[config.mk]
export PLATFORM = sky130hd
export DESIGN_NAME = imem_loader
export DESIGN_NICKNAME = d
export VERILOG_FILES = /design/src/rtl/imem_loader.sv
export SDC_FILE = /design/constraint.sdc
export NUM_CORES = 1
export LEC_CHECK = 0
export CORE_MARGIN = 8
export CORE_UTILIZATION = 54
export CTS_CLUSTER_DIAMETER = 200
export DETAILED_ROUTE_END_ITERATION = 16
export PLACE_DENSITY = 0.82
export SLEW_MARGIN = 20
export SYNTH_ARGS = -nofsm -noshare
export SYNTH_HDL_FRONTEND = slang
export SYNTH_SLANG_ARGS = --single-unit
[constraint.sdc]
create_clock -name clk -period 2.8 [get_ports clk]
set_input_delay 0.56 -clock clk [delete_from_list [all_inputs] [get_ports clk]]
set_output_delay 0.56 -clock clk [all_outputs]
set_load 0.01 [all_outputs]
[src/rtl/imem_loader.sv]
// Byte-stream boot loader: frames of SYNC, LEN, LEN data bytes and an 8-bit
// additive checksum are written into instruction memory while the CPU is held in reset.
module imem_loader #(
  parameter logic [7:0] SYNC = 8'hA5
) (
  input  logic       clk,
  input  logic       rst,
  input  logic       in_valid,
  input  logic [7:0] in_data,
  output logic       in_ready,
  output logic       wr_en,
  output logic [7:0] wr_addr,
  output logic [7:0] wr_data,
  output logic       cpu_rst,
  output logic       done,
  output logic       err,
  output logic [2:0] state_dbg
);

  // Handshake: a byte transfers on a rising edge where in_valid && in_ready;
  // the producer holds in_data stable while in_valid is high and not accepted.
  typedef enum logic [2:0] {
    S_SYNC = 3'd0,
    S_LEN  = 3'd1,
    S_DATA = 3'd2,
    S_CHK  = 3'd3,
    S_DONE = 3'd4,
    S_ERR  = 3'd5
  } state_t;

  state_t     state;
  logic [8:0] remaining;
  logic [7:0] addr;
  logic [7:0] sum;
  logic       xfer;

  assign in_ready  = (state != S_DONE);
  assign xfer      = in_valid && in_ready;
  assign state_dbg = state;

  // done/err/cpu_rst are updated together with the state so they never glitch.
  always_ff @(posedge clk) begin
    if (rst) begin
      state     <= S_SYNC;
      remaining <= 9'd0;
      addr      <= 8'd0;
      sum       <= 8'd0;
      wr_en     <= 1'b0;
      wr_addr   <= 8'd0;
      wr_data   <= 8'd0;
      cpu_rst   <= 1'b1;
      done      <= 1'b0;
      err       <= 1'b0;
    end else begin
      wr_en <= 1'b0;
      if (xfer) begin
        case (state)
          S_SYNC: begin
            if (in_data == SYNC) state <= S_LEN;
          end
          S_LEN: begin
            // A length byte of zero denotes a full 256-byte image.
            remaining <= (in_data == 8'd0) ? 9'd256 : {1'b0, in_data};
            addr      <= 8'd0;
            sum       <= 8'd0;
            state     <= S_DATA;
          end
          S_DATA: begin
            wr_en     <= 1'b1;
            wr_addr   <= addr;
            wr_data   <= in_data;
            addr      <= addr + 8'd1;
            sum       <= sum + in_data;
            remaining <= remaining - 9'd1;
            if (remaining == 9'd1) state <= S_CHK;
          end
          S_CHK: begin
            if (in_data == sum) begin
              state   <= S_DONE;
              cpu_rst <= 1'b0;
              done    <= 1'b1;
            end else begin
              state <= S_ERR;
              err   <= 1'b1;
            end
          end
          S_ERR: begin
            if (in_data == SYNC) begin
              state <= S_LEN;
              err   <= 1'b0;
            end
          end
          default: state <= state;
        endcase
      end
    end
  end

endmodule
==> summary by stage, run 1 <==
Job
The tool flagged a number of max-cap violations equal to 0.

Setup path
The worst setup path is launched from an input port. The slowest cell on the critical path is sky130_fd_sc_hd__clkdlybuf4s50_1. The data required time at the worst endpoint is 3.00 ns. Walking the worst path, the cells encountered are clkdlybuf4s50_1 > ha_1 > fa_1 > a21o_1 > a21oi_1 > o21ai_0 > xor2_1 > a32o_1. The kind of end point of the critical path is a register. The path type of the worst setup path is in2reg. STA puts the critical path data arrival time at 2.61 ns. The peak fanout along the critical path is 3. The largest single stage delay on the critical path is 0.44 ns.

Global route
Global routing consumed, on the met1 layer, 21.3% of the routing resources. Entering global routing, the biggest net connects 37 pins. The global-route wire length before repair is 10200 um. The total track usage is 17.4%. The met3 capacity usage during global routing is 4.20%. The total overflow reported by the global router is 0.

The met2 track utilization from global routing is 28.6%. The number of antenna violations at the first check in global routing was 0. met2 is the most crowded layer.

The via count of the first global-routing pass was 2199.

Finish
The repair_antennas step left the layout with diodes totalling 0. In the final layout, the multi-input gates occupy 1370 um2. The cell area after layout is 2980 um2.

The synthesis-to-layout area growth is 22.5%. After the last flow step, the layout net total stands at 365. The sequential cell area in the final layout is 961 um2. The post-route netlist has 7.27% of its cells at a drive strength greater than 1. After filler insertion, the fill cell instance count of the layout stands at 334.

Timing
The slew at the pin with the worst max-slew slack is 0.617 ns. Headroom to the max-slew limit came out at 58.6%. Adding up every negative setup slack in the final design gives 0 ns. Hold timing on the final database bottoms out at a slack of 0.453 ns.

The number of failing hold endpoints at the final stage is 0. Between clock sinks in the finished design, the worst skew comes to 0.00959 ns. The minimum clock period is 2.41 ns.

In the finished design, the share of the clock period the worst path needs comes to 86.1%. The highest clock rate is 0.415 GHz. The count of final setup violators is 0.

The count of final max-slew check failures is 0. Setup repair after global routing left no endpoint under its margin.

Synthesis
The most numerous cell in the Yosys netlist is sky130_fd_sc_hd__nand2_1. Counting distinct cell types in the post-synthesis netlist gives 53. The post-synthesis sequential area ratio is 39.5%. The cell area that synthesis handed to floorplanning was 2430 um2. Sorting the synthesized cells by area gives the leading types as sky130_fd_sc_hd__dfxtp_1 39%, sky130_fd_sc_hd__a21oi_1 9.9%, sky130_fd_sc_hd__nand2_1 8.3%, sky130_fd_sc_hd__ha_1 5.1%, sky130_fd_sc_hd__o21ai_0 3.7%. The number of enable flip-flop cells after synthesis is 0.

The portion of synthesized cell area occupied by the leading cell type is 39.5%. The commonest cells after synthesis are 54 x sky130_fd_sc_hd__nand2_1, 48 x sky130_fd_sc_hd__a21oi_1, 48 x sky130_fd_sc_hd__dfxtp_1. For this run, the leading register cell type out of synthesis is sky130_fd_sc_hd__dfxtp_1. The gate count after technology mapping is 307. The net count after synthesis is 329. The biggest area consumer among synthesized cells is sky130_fd_sc_hd__dfxtp_1. The synthesis warning total is 0. The async set or reset register ratio after synthesis is 0%. The number of flip-flops and latches in the synthesized netlist is 48. A synthesized cell averages 7.93 um2.

Floorplan
The core region area is 4350 um2. Measured along the y axis, the die boundary spans 83.1 um. The placement row count is 24.

The die width is 83.1 um. The starting density of the core is 55.9%. The number of placed I/O pins is 35.

The die outline area is 6910 um2.

Route
For this run, the detailed router's first-pass iteration total came to 5. The number of vias in the routed layout is 2385. The via density per instance is 6.02. The total detailed-routing wirelength is 6090 um.

In this run, the number of DRC markers left after iteration 0 of detailed routing was 245. After detailed routing, the number of remaining DRC violations is 0. The number of nets still failing antenna checks after routing is 0. In the final routed layout, each cell accounts on average for 15.4 um.

CTS
The CTS tree is done. The H-tree generated during clock tree synthesis spans 2 levels. The clock root buffer is sky130_fd_sc_hd__clkbuf_8. The clock net in this run drives a total of 48 sinks. The buffers inserted during post-CTS setup optimization is 0. For the worst-skew pair, the clock arrives at the later sink with an insertion delay of 0.31 ns. After clock tree synthesis, the flow added hold-fix buffers numbering 0. The largest buffer count on any clock path is 2. The number of clock buffers added by TritonCTS is 5. The number of gates resized after CTS was 0. The register clock-pin slew on the reported worst setup and hold paths is 0.08 ns.

Hold path
The class of the tightest hold or removal check is reg2reg.

Placed design
The total placed instance area is 2860 um2. The number of input and output port buffers inserted is 34. The post-DP HPWL is 4360 um. At the end of routability-driven placement, the weighted congestion stood at 0.967.

Power
The power per unit of standard cell area is 431 nW/um2. The worst IR drop on VDD is 0.276 mV. In this run the static leakage power is 1.07 nW.

Run status
The run finished with clean final reports.
-- metrics by stage --
| step | total power (W) | util (%) | std cells | worst slack (ns) |
|---|---|---|---|---|
| 3_3_place_gp | 0.000769 | 65.7 | 388 | 0.164 |
| 2_1_floorplan | 0.000732 | - | 307 | 0.686 |
| 3_5_place_dp | 0.000769 | 65.7 | 388 | 0.0935 |
| 6_report | 0.00128 | 68.4 | 396 | 0.390 |
| 4_1_cts | 0.00129 | 68.4 | 396 | 0.410 |
| 5_1_grt | 0.00133 | 68.4 | 396 | 0.312 |
-- power breakdown --
part | switching (W) | leakage [nW] | internal [W]
Sequential | 0.000000365 | 0.386 | 0.000682
Combinational | 0.0000404 | 0.624 | 0.0000319
Clock | 0.000238 | 0.0614 | 0.000292
-- critical path, delay by kind of cell --
family / cells / cell delay [ns]
xor+xnor: 1 / 0.17
compound gates: 4 / 0.76
buf+inv: 1 / 0.44
fa+ha+maj: 2 / 0.67
-- state kept, by name, summed over array words and instances (netlist names) --
signal,count
remaining,9
wr_addr,8
state_dbg,3
err,1
sum,8
done,1
wr_data,8
addr,8
wr_en,1
cpu_rst,1
-- placed cells by master (no fill, tap or decap), drive strengths merged, types with 9 or more instances in the layout --
cell / synthesis / layout
nand3: 12 / 12
nor3: 9 / 9
nand2: 54 / 54
a21oi: 48 / 48
buf: 6 / 11
dfxtp: 48 / 48
ha: 10 / 10
clkdlybuf4s50: 0 / 34
o21ai: 19 / 19
nor2: 19 / 19
-- logic make-up after synthesis --
logic type | after synthesis | share of synthesized area [%]
buffers and inverters | 24 | 4.32
and+or+nand+nor | 123 | 24.8
xor gates and xnor gates | 7 | 2.83
AOI/OAI and AO/OA | 92 | 21.7
adders and majority gates | 11 | 5.96
DFF | 48 | 39.5
muxes | 2 | 0.874
-- metal layers --
layer	vias to the layer above	wire [um]	share of wire (%)
met5	-	0	0
li1	1165	-	-
met2	102	2940	48
met1	1112	2630	43
met4	0	77	1.3
met3	6	448	7.4
-- worst paths after layout --
path	cells after the start	to	startpoint	slack (ns)
worst max register to register	7	sum[6]	sum[0]	0.80
worst min register to register	2	done	done	0.45
worst max-delay path	8	sum[6]	in_data[0]	0.39
worst min-delay path	2	done	done	0.45
-- layout make-up --
class | count | share of cell area (%)
Clock inverter | 2 | 1.30
Multi-Input combinational cell | 235 | 45.9
Inverter | 8 | 1.01
Sequential cell | 48 | 32.2
Clock buffer | 6 | 2.77
Tap cell | 52 | 2.18
Timing Repair Buffer | 45 | 14.6
Power figures use the tool's default switching activity.
==> run 2, diff against run 1 <==
Settings changed: CELL_PAD_IN_SITES_DETAIL_PLACEMENT set to 0, CELL_PAD_IN_SITES_GLOBAL_PLACEMENT set to 1, CORE_UTILIZATION 54 to 40, RECOVER_POWER set to 100.
==> summary by stage, run 2 (synthesis results as in run 1) <==
CTS
The tree is rooted in a sky130_fd_sc_hd__clkbuf_8. The number of H-tree levels is 2. After clock tree synthesis, the clock-pin slew on the worst setup and hold paths is 0.09 ns. The clock reaches the later pin of the worst-skew pair after 0.30 ns. The CTS tree is done. The cts-stage hold buffer count is 0. The total of cells resized after clock tree synthesis is 0. The largest buffer count on any clock path is 2. Counting the buffers created by CTS gives 5. CTS saw 48 sinks. After clock tree synthesis, the setup repair step added 0 buffers.

Setup path
The origin of the critical flop-to-flop path is state_dbg[0]. The signal arrival time at the worst endpoint is 2.67 ns. Measured in cells, the most critical reg-to-reg path has a length of 6.

The critical path startpoint category is an input port. Along the worst path, the maximum fanout reaches 5. Data on the critical path is required at its endpoint by 3.03 ns. The critical path is of the in2reg type.

The worst register-to-register path ends at sum[2]. The worst-case register-to-register setup slack is 0.66 ns. STA classifies the critical path endpoint as a register.

Route
The detailed router's first-iteration violation count is 192. The via density per instance is 5.51. The total detailed-routing wirelength is 6510 um.

In the final routed layout, each cell accounts on average for 15.4 um. For this run, design rule violations remaining after detail routing come to 0. The first-pass iteration count of the detailed router is 4. The number of nets still failing antenna checks after routing is 0.

Detailed routing inserted a total of 2325 vias.

Placed design
The congestion estimate from routability-driven global placement came to 0.883. The number of input and output port buffers inserted is 34. The post-DP HPWL is 4660 um.

Power
The analysis attributes to cell leakage a power of 1.13 nW. In this run the power density over the cells is 403 nW/um2. IR analysis of the VDD net gives a maximum drop of 0.274 mV. Summing internal, switching and leakage power gives 0.00120 W.

Finish
Leaving out fill and tap cells, the most frequent cell in the layout is sky130_fd_sc_hd__nand2_1. The final-stage net count is 368. The fraction of final layout cells sized beyond drive strength 1 is 6.63%. The area growth from synthesis to layout is 22.7%.

The repair_antennas step left the layout with diodes totalling 0. The register with the most flip-flops in the layout has 9 of them. The largest register by flop count is remaining. The library cells used most frequently in the layout, excluding fill and tap cells, are 54 x sky130_fd_sc_hd__nand2_1, 48 x sky130_fd_sc_hd__a21oi_1, 48 x sky130_fd_sc_hd__dfxtp_1.

Timing
The highest clock rate is 0.410 GHz. The normalized max-slew margin is 48.7%. Setup total negative slack on the finished layout was measured at 0 ns. The number of failing hold endpoints at the final stage was 0. The count of final setup violators is 0.

The count of final max-slew check failures was 0. The ratio of final minimum period to clock period is 87.1%. The final worst clock skew is 0.00682 ns.

Setup repair after global routing left no endpoint under its margin. Counting I/O delays and the setup requirement, the final critical path takes 2.44 ns. For the pin with the worst max-slew slack, the measured transition is 0.770 ns.

Job
Max-cap violations in this run came to 0.

Floorplan
The die width is 94 um. For this configuration, the core starts out at a cell density of 41.3%. Row generation in the floorplan step produced 28 rows. The number of placed I/O pins is 35. The die outline area is 8840 um2. The height of the chip is 94 um.

The core region area is 5890 um2.

Hold path
The worst hold path terminates at cpu_rst. The min-delay analysis places its worst path in the category reg2reg. The beginning of the worst hold path is cpu_rst. The hold-critical path depth is 2.

Global route
The number of antenna violations at the first check in global routing came to 0. The via count of the first global-routing pass is 2207. Entering global routing, the biggest net connects 41 pins. In the global route stage, overall resource usage came out at 15.3%.

The first global-routing pass estimated 10900 um of wire. After global routing the overflow that remains totals 0.

Run status
The run finished with clean final reports.
==> run 2: changes by cell type in the layout (fill, tap and decap cells not counted), sizes merged <==
cell / previous run / this run
dlygate4sd3: 0 / 27
buf: 11 / 10
clkdlybuf4s50: 34 / 7
clkbuf: 6 / 10
bufinv: 1 / 0
inv: 8 / 9
==> run 2: worst max-delay path: stages <==
cell and delay, ns:
sky130_fd_sc_hd__dlygate4sd3_1 0.66, sky130_fd_sc_hd__ha_1 0.37, sky130_fd_sc_hd__a211oi_1 0.30, sky130_fd_sc_hd__nor3_1 0.11, sky130_fd_sc_hd__mux2_2 0.29, sky130_fd_sc_hd__a211o_1 0.25
sky130_fd_sc_hd__a31oi_1 0.12
==> run 2: how the worst max path moves through the flow <==
stage          startpoint  endpoint  cells past startpoint
2_1_floorplan  in_data[0]    sum[6]                      7
3_3_place_gp   in_data[0]    sum[6]                      8
3_5_place_dp   in_data[0]    sum[6]                      8
4_1_cts        in_data[0]    sum[6]                      8
5_1_grt          in_valid   addr[3]                      7
6_report       in_data[1]    sum[7]                      7
==> run 2: report_power, final <==
part           switching (W)  internal (W)   total, W
sequential       0.000000374      0.000682   0.000683
clock               0.000243      0.000202   0.000445
combinational      0.0000436     0.0000328  0.0000764
total               0.000287      0.000917    0.00120
==> run 2: area by class of cell <==
cell class                 instances  area, um2
clock buffer                       6       82.6
inverter                           8       30.0
multi-input combinational        235       1360
timing repair buffer              48        443
sequential                        48        961
clock inverter                     2       13.8
tap                               75       93.8
fill                             565       2900
==> run 2: per-stage QoR <==
stage | hold WS [ns] | cells | area, um2 | util (%) | setup WS, ns
2_1_floorplan | 0.436 | 307 | 2430 | - | 0.686
3_3_place_gp | 0.436 | 414 | 2910 | 49.4 | 0.146
3_5_place_dp | 0.446 | 414 | 2910 | 49.4 | 0.124
4_1_cts | 0.459 | 422 | 3010 | 51.1 | 0.451
5_1_grt | 0.467 | 422 | 2990 | 50.7 | 0.186
6_report | 0.455 | 422 | 2990 | 50.7 | 0.361
==> run 2: routing by layer <==
metal	global-route usage [%]	share of wire, %	vias to the layer above
met5	0	0	-
met4	6.08	1.9	0
met3	2.88	5.3	12
met2	22.3	43	70
met1	21.5	50	1069
li1	-	-	1174
==> run 3, diff against run 2 <==
Settings changed: CAP_MARGIN set to 20.
==> results of run 3 <==
Final layout, timing and power as in run 2 (identical DEF).
